===== src/rtl/uart_defs.sv =====
// uart_defs: shared encodings for the UART transmit feeder.
// FSM states and the UART data width.
package uart_defs;

  localparam int UART_DATA_W = 8;

  typedef enum logic [2:0] {
    ST_IDLE      = 3'd0,
    ST_LOAD      = 3'd1,
    ST_START     = 3'd2,
    ST_WAIT_ACK  = 3'd3,
    ST_WAIT_DONE = 3'd4
  } feeder_state_t;

endpackage


===== src/rtl/uart_byte_fifo.sv =====
// uart_byte_fifo: simple synchronous byte FIFO, 2**DEPTH_LOG2 deep.
// Combinational head read; full/empty registered from next level.
module uart_byte_fifo
  import uart_defs::*;
#(
  parameter int DEPTH_LOG2 = 4
) (
  input  logic                   bclk,
  input  logic                   rst,
  input  logic                   wr,
  input  logic [UART_DATA_W-1:0] wr_data,
  input  logic                   rd,
  output logic [UART_DATA_W-1:0] rd_data,
  output logic                   full,
  output logic                   empty,
  output logic [DEPTH_LOG2:0]    level
);

  localparam int DEPTH = 1 << DEPTH_LOG2;
  localparam logic [DEPTH_LOG2:0] LVL_FULL =
    {1'b1, {DEPTH_LOG2{1'b0}}};
  localparam logic [DEPTH_LOG2:0] LVL_ONE =
    {{DEPTH_LOG2{1'b0}}, 1'b1};

  logic [UART_DATA_W-1:0] mem [DEPTH];
  logic [DEPTH_LOG2-1:0]  wptr;
  logic [DEPTH_LOG2-1:0]  rptr;
  logic [DEPTH_LOG2:0]    level_nxt;
  logic                   push;
  logic                   pop;

  // A push into a full FIFO is allowed only when the head leaves this cycle.
  always_comb begin
    pop       = rd && !empty;
    push      = wr && (!full || pop);
    level_nxt = level;
    if (push && !pop) level_nxt = level + LVL_ONE;
    if (pop && !push) level_nxt = level - LVL_ONE;
  end

  assign rd_data = mem[rptr];

  // Storage; on push+pop at full, wptr==rptr and the old head is read first.
  always_ff @(posedge bclk) begin
    if (push) mem[wptr] <= wr_data;
  end

  // Pointers, level and registered flags.
  always_ff @(posedge bclk or negedge rst) begin
    if (!rst) begin
      wptr  <= '0;
      rptr  <= '0;
      level <= '0;
      full  <= 1'b0;
      empty <= 1'b1;
    end else begin
      if (push) wptr <= wptr + 1'b1;
      if (pop)  rptr <= rptr + 1'b1;
      level <= level_nxt;
      full  <= (level_nxt == LVL_FULL);
      empty <= (level_nxt == '0);
    end
  end

endmodule


===== src/rtl/uart_tx_feeder.sv =====
// uart_tx_feeder: FIFO-buffered start/tx_din driver for uart_tx (bclk domain).
// Define UART_TX_FEEDER_OVF_CNT_EN to count dropped pushes in ovf_cnt.
module uart_tx_feeder
  import uart_defs::*;
#(
  parameter int DEPTH_LOG2 = 4
) (
  input  logic                   bclk,
  input  logic                   rst,
  input  logic                   wr_en,
  input  logic [UART_DATA_W-1:0] wr_data,
  output logic                   full,
  output logic                   empty,
  output logic [DEPTH_LOG2:0]    level,
  output logic                   start,
  output logic [UART_DATA_W-1:0] tx_din,
  input  logic                   tx_done,
  output logic                   busy,
  output logic [7:0]             ovf_cnt
);

  feeder_state_t          state;
  feeder_state_t          state_nxt;
  logic                   pop;
  logic [UART_DATA_W-1:0] head;

  uart_byte_fifo #(
    .DEPTH_LOG2 (DEPTH_LOG2)
  ) u_fifo (
    .bclk    (bclk),
    .rst     (rst),
    .wr      (wr_en),
    .wr_data (wr_data),
    .rd      (pop),
    .rd_data (head),
    .full    (full),
    .empty   (empty),
    .level   (level)
  );

  // State register.
  always_ff @(posedge bclk or negedge rst) begin
    if (!rst) state <= ST_IDLE;
    else      state <= state_nxt;
  end

  // Next state, pop strobe and the single-cycle start pulse.
  always_comb begin
    state_nxt = state;
    pop       = 1'b0;
    start     = 1'b0;
    unique case (state)
      ST_IDLE: begin
        if (!empty && tx_done) begin
          pop       = 1'b1;
          state_nxt = ST_LOAD;
        end
      end
      ST_LOAD:  state_nxt = ST_START;
      ST_START: begin
        start     = 1'b1;
        state_nxt = ST_WAIT_ACK;
      end
      ST_WAIT_ACK: begin
        if (!tx_done) state_nxt = ST_WAIT_DONE;
      end
      ST_WAIT_DONE: begin
        if (tx_done) state_nxt = ST_IDLE;
      end
      default: state_nxt = ST_IDLE;
    endcase
  end

  // Byte handed to the transmitter; held until the next pop.
  always_ff @(posedge bclk or negedge rst) begin
    if (!rst)     tx_din <= '0;
    else if (pop) tx_din <= head;
  end

  assign busy = (state != ST_IDLE);

`ifdef UART_TX_FEEDER_OVF_CNT_EN
  logic drop;
  assign drop = wr_en && full && !pop;

  // Saturating dropped-byte counter.
  always_ff @(posedge bclk or negedge rst) begin
    if (!rst)
      ovf_cnt <= '0;
    else if (drop && ovf_cnt != 8'hFF)
      ovf_cnt <= ovf_cnt + 8'd1;
  end
`else
  assign ovf_cnt = 8'h00;
`endif

endmodule


===== config.mk =====
export PLATFORM = sky130hd
export DESIGN_NAME = uart_tx_feeder
export DESIGN_NICKNAME = d
export VERILOG_FILES = /design/src/rtl/uart_defs.sv /design/src/rtl/uart_byte_fifo.sv /design/src/rtl/uart_tx_feeder.sv
export SDC_FILE = /design/constraint.sdc
export NUM_CORES = 1
export LEC_CHECK = 0
export ABC_CLOCK_PERIOD_IN_PS = 4500
export CORE_UTILIZATION = 50
export CTS_BUF_LIST = sky130_fd_sc_hd__clkbuf_4 sky130_fd_sc_hd__clkbuf_8
export DETAILED_ROUTE_END_ITERATION = 10
export GPL_ROUTABILITY_DRIVEN = 0
export GPL_TIMING_DRIVEN = 0
export HOLD_SLACK_MARGIN = 0.06
export MAX_ROUTING_LAYER = met4
export PLACE_DENSITY = 0.72
export SLEW_MARGIN = 20
export SYNTH_ARGS = -nofsm -noshare
export SYNTH_HDL_FRONTEND = slang
export SYNTH_SLANG_ARGS = --single-unit

===== constraint.sdc =====
create_clock -name bclk -period 4.5 [get_ports bclk]
set_clock_uncertainty 0.1 [all_clocks]
set_input_delay 0.9 -clock bclk [delete_from_list [all_inputs] [get_ports bclk]]
set_output_delay 0.9 -clock bclk [all_outputs]
set_load 0.01 [all_outputs]

==> run_results.csv <==
group,metric,value,unit
place,io_buffers,28,
synth,seq_area_frac_synth,70.81,%
synth,yosysWarnings,0,
timing,fin_ws,1094,ps
routing,wl_per_cell,19.99,µm
floorplanning,initial_core_util,51.99,%
synth,syn_inst,376,
clock_tree,hold_buffers,0,
global_route,gr-total-overflow,0,
routing,finalWirelength,12290,µm
clock_tree,cts_made_buffers,17,
floorplanning,die_x,114.7,µm
synth,synth_flop_cell,"edfxtp_1",
global_route,grt_pass1_vias,3520,
pwr,p_leak,0.002540,µW
cells_and_area,nets,453,
run,cap_violations,0,
floorplanning,rows,40,
timing,tns,0,ps
clock_tree,post_cts_buffers,0,
clock_tree,root_buffer,"clkbuf_8",
synth,ys_types,43,
routing,routed_via_density,5.584,
global_route,track_usage,22.12,%
global_route,grt_pass1_wl,19870,µm
status,status,"completed",
setup_path,worstPathArrival,3370,ps
floorplanning,ios,37,
pwr,max-vdd-ir-drop,0.0002211,V
routing,drt_iter0_markers,340,
routing,vias,3434,
timing,slew_violations,0,
setup_path,endpoint_kind,"flop",
timing,hold_viol_final,0,
setup_path,path_delay_family,"simple AND/OR/NAND/NOR gates",
synth,synth_edf_count,128,
timing,tightest_slew,1123,ps
synth,ys_ff_latch,154,
timing,max_slew_margin,24.83,%
timing,layout_min_cycle_time,3406,ps
setup_path,startpoint_type,"primary input",
global_route,grt_max_degree,27,
cells_and_area,layout_common_cells,"edfxtp_1 (128), clkdlybuf4s50_1 (27), dfrtp_1 (25)",
setup_path,crit_chain,"clkdlybuf4s50_1 > nor2b_1 > nand2_2 > a21boi_2 > nand3_1 > nor2_1",
setup_path,cpPeakStageDelay,920,ps
floorplanning,core,12210,µm²
routing,route.detailed.drc,0,
synth,netlist_area,6349,µm²
clock_tree,path_clk_slew,80,ps
pwr,powerDensity,615.8,nW/µm²
synth,async_flop_share,16.88,%
clock_tree,clk_latency,450,ps
place,dp_slack,657.6,ps
setup_path,rrSetupSlack,1450,ps
setup_path,path_buf_inv,1,
place,hpwl,8403,µm
place,dp.cells,583,
clock_tree,max-clock-path-buffers,2,
setup_path,cp-startpoint,"tx_done",
setup_path,worstSetupPathType,"in -> reg",
cells_and_area,insertedDiodeCount,0,
setup_path,regToRegEndpoint,"u_fifo.mem[14][3]",
cells_and_area,stdcell_count,615,
timing,rsz0062_at_grt,"no",
synth,avgSynthCellArea,16.88,µm²
setup_path,rr_startpoint,"state[1]",
floorplanning,die_h,114.7,µm
cells_and_area,drive_above_1_share,22.37,%
pwr,power,4550,µW
cells_and_area,mostFrequentLayoutCell,"edfxtp_1",
worst_hold_path,hold_class,"in -> async",
cells_and_area,fin_util,60.50,%
clock_tree,h-tree-depth,4,
global_route,grt_antenna_before_repair,0,
clock_tree,cts.sinks,154,
setup_path,critPathSlowestCell,"nor2_1",
floorplanning,die_area,13150,µm²
setup_path,critPathMaxFanout,10,
routing,drt_pass1_iterations,4,
clock_tree,cts_tree,"yes",
clock_tree,cts_resized,0,
setup_path,required,4470,ps
routing,ant_nets,0,
timing,fin_crit_sh,75.68,%
timing,fmax,293.6,MHz
cells_and_area,area_growth,16.38,%
timing,setup_violations,0,
setup_path,cp.depth,6,
setup_path,setup.worst_path.end,"u_fifo.mem[14][3]",
setup_path,reg2regPathDepth,5,
==> routing by layer <==
layer  vias up  global-route usage (%)  share of wire [%]
met5         -                       -                  0
met4         0                   10.30                2.7
met3        28                   4.923                5.3
met2       104                   33.05                 48
met1      1724                   29.08                 44
li1       1578                       -                  -
==> logic make-up after synthesis <==
kind of cell	after synthesis	share of synthesized area, %
mux	55	13.01
simple gates	71	5.775
xor+xnor	9	1.242
flops	154	70.81
compound gates	46	5.006
fa+ha+maj	7	1.380
buf+inv	33	2.720
other cells	1	0.05907
==> state kept, by name, summed over array words and instances (netlist names) <==
signal / cells
u_fifo.mem: 128
tx_din: 8
u_fifo.level: 5
u_fifo.rptr: 4
u_fifo.wptr: 4
state: 3
u_fifo.empty: 1
u_fifo.full: 1
==> cells in the mapped netlist, drive strengths merged, types with 2 or more instances <==
cell type  number  area share [%]
edfxtp        128              61
xnor2           7            0.97
ha              7             1.4
nor2           18             1.2
nand3b          2            0.24
nor3           15             1.2
nor4            5            0.49
xor2            2            0.28
a221o           8             1.3
clkbuf          8            0.47
mux2i          15             2.4
nand2          14            0.87
inv            10            0.59
mux2           20             3.5
o21ai          11            0.87
nand3           3            0.24
buf            15             1.7
nand2b          2            0.20
nor4b           2            0.28
o22ai           6            0.59
nand4           4            0.39
nor2b           2            0.20
mux4           20             7.1
dfrtp          25             9.9
a21oi           9            0.71
o21bai          6            0.71
==> through the flow <==
step                      hold WS [ps]  cell area (µm²)
after floorplan                  367.3             6375
after global placement           387.1             6865
after detailed placement         395.6             6925
after CTS                        338.1             7388
after global routing             382.4             7388
final                            336.3             7388
==> worst min-delay path by stage <==
stage / from / end / slack (ps) / cells after the start
5_1_grt: rst / u_fifo.wptr[1] / 380 / 1
3_3_place_gp: u_fifo.rptr[3] / u_fifo.rptr[3] / 390 / 1
3_5_place_dp: u_fifo.rptr[3] / u_fifo.rptr[3] / 400 / 1
4_1_cts: rst / state[2] / 340 / 1
6_report: rst / u_fifo.wptr[3] / 340 / 1
2_1_floorplan: u_fifo.rptr[3] / u_fifo.rptr[3] / 370 / 1
==> layout make-up <==
class | instances | area [µm²]
tap | 168 | 210.2
clock buffer | 17 | 234.0
inverter | 10 | 37.54
clock inverter | 15 | 229.0
timing repair buffer | 32 | 295.3
buffer | 23 | 135.1
multi-input combinational | 196 | 1752
sequential | 154 | 4496
fill | 947 | 4823
==> where the power goes <==
group,leakage [µW],internal (µW),switching (µW)
sequential,0.00147,1770,136
combinational,0.000843,670,778
clock,0.000224,706,488
total,0.00254,3150,1400
Power figures use the tool's default switching activity.
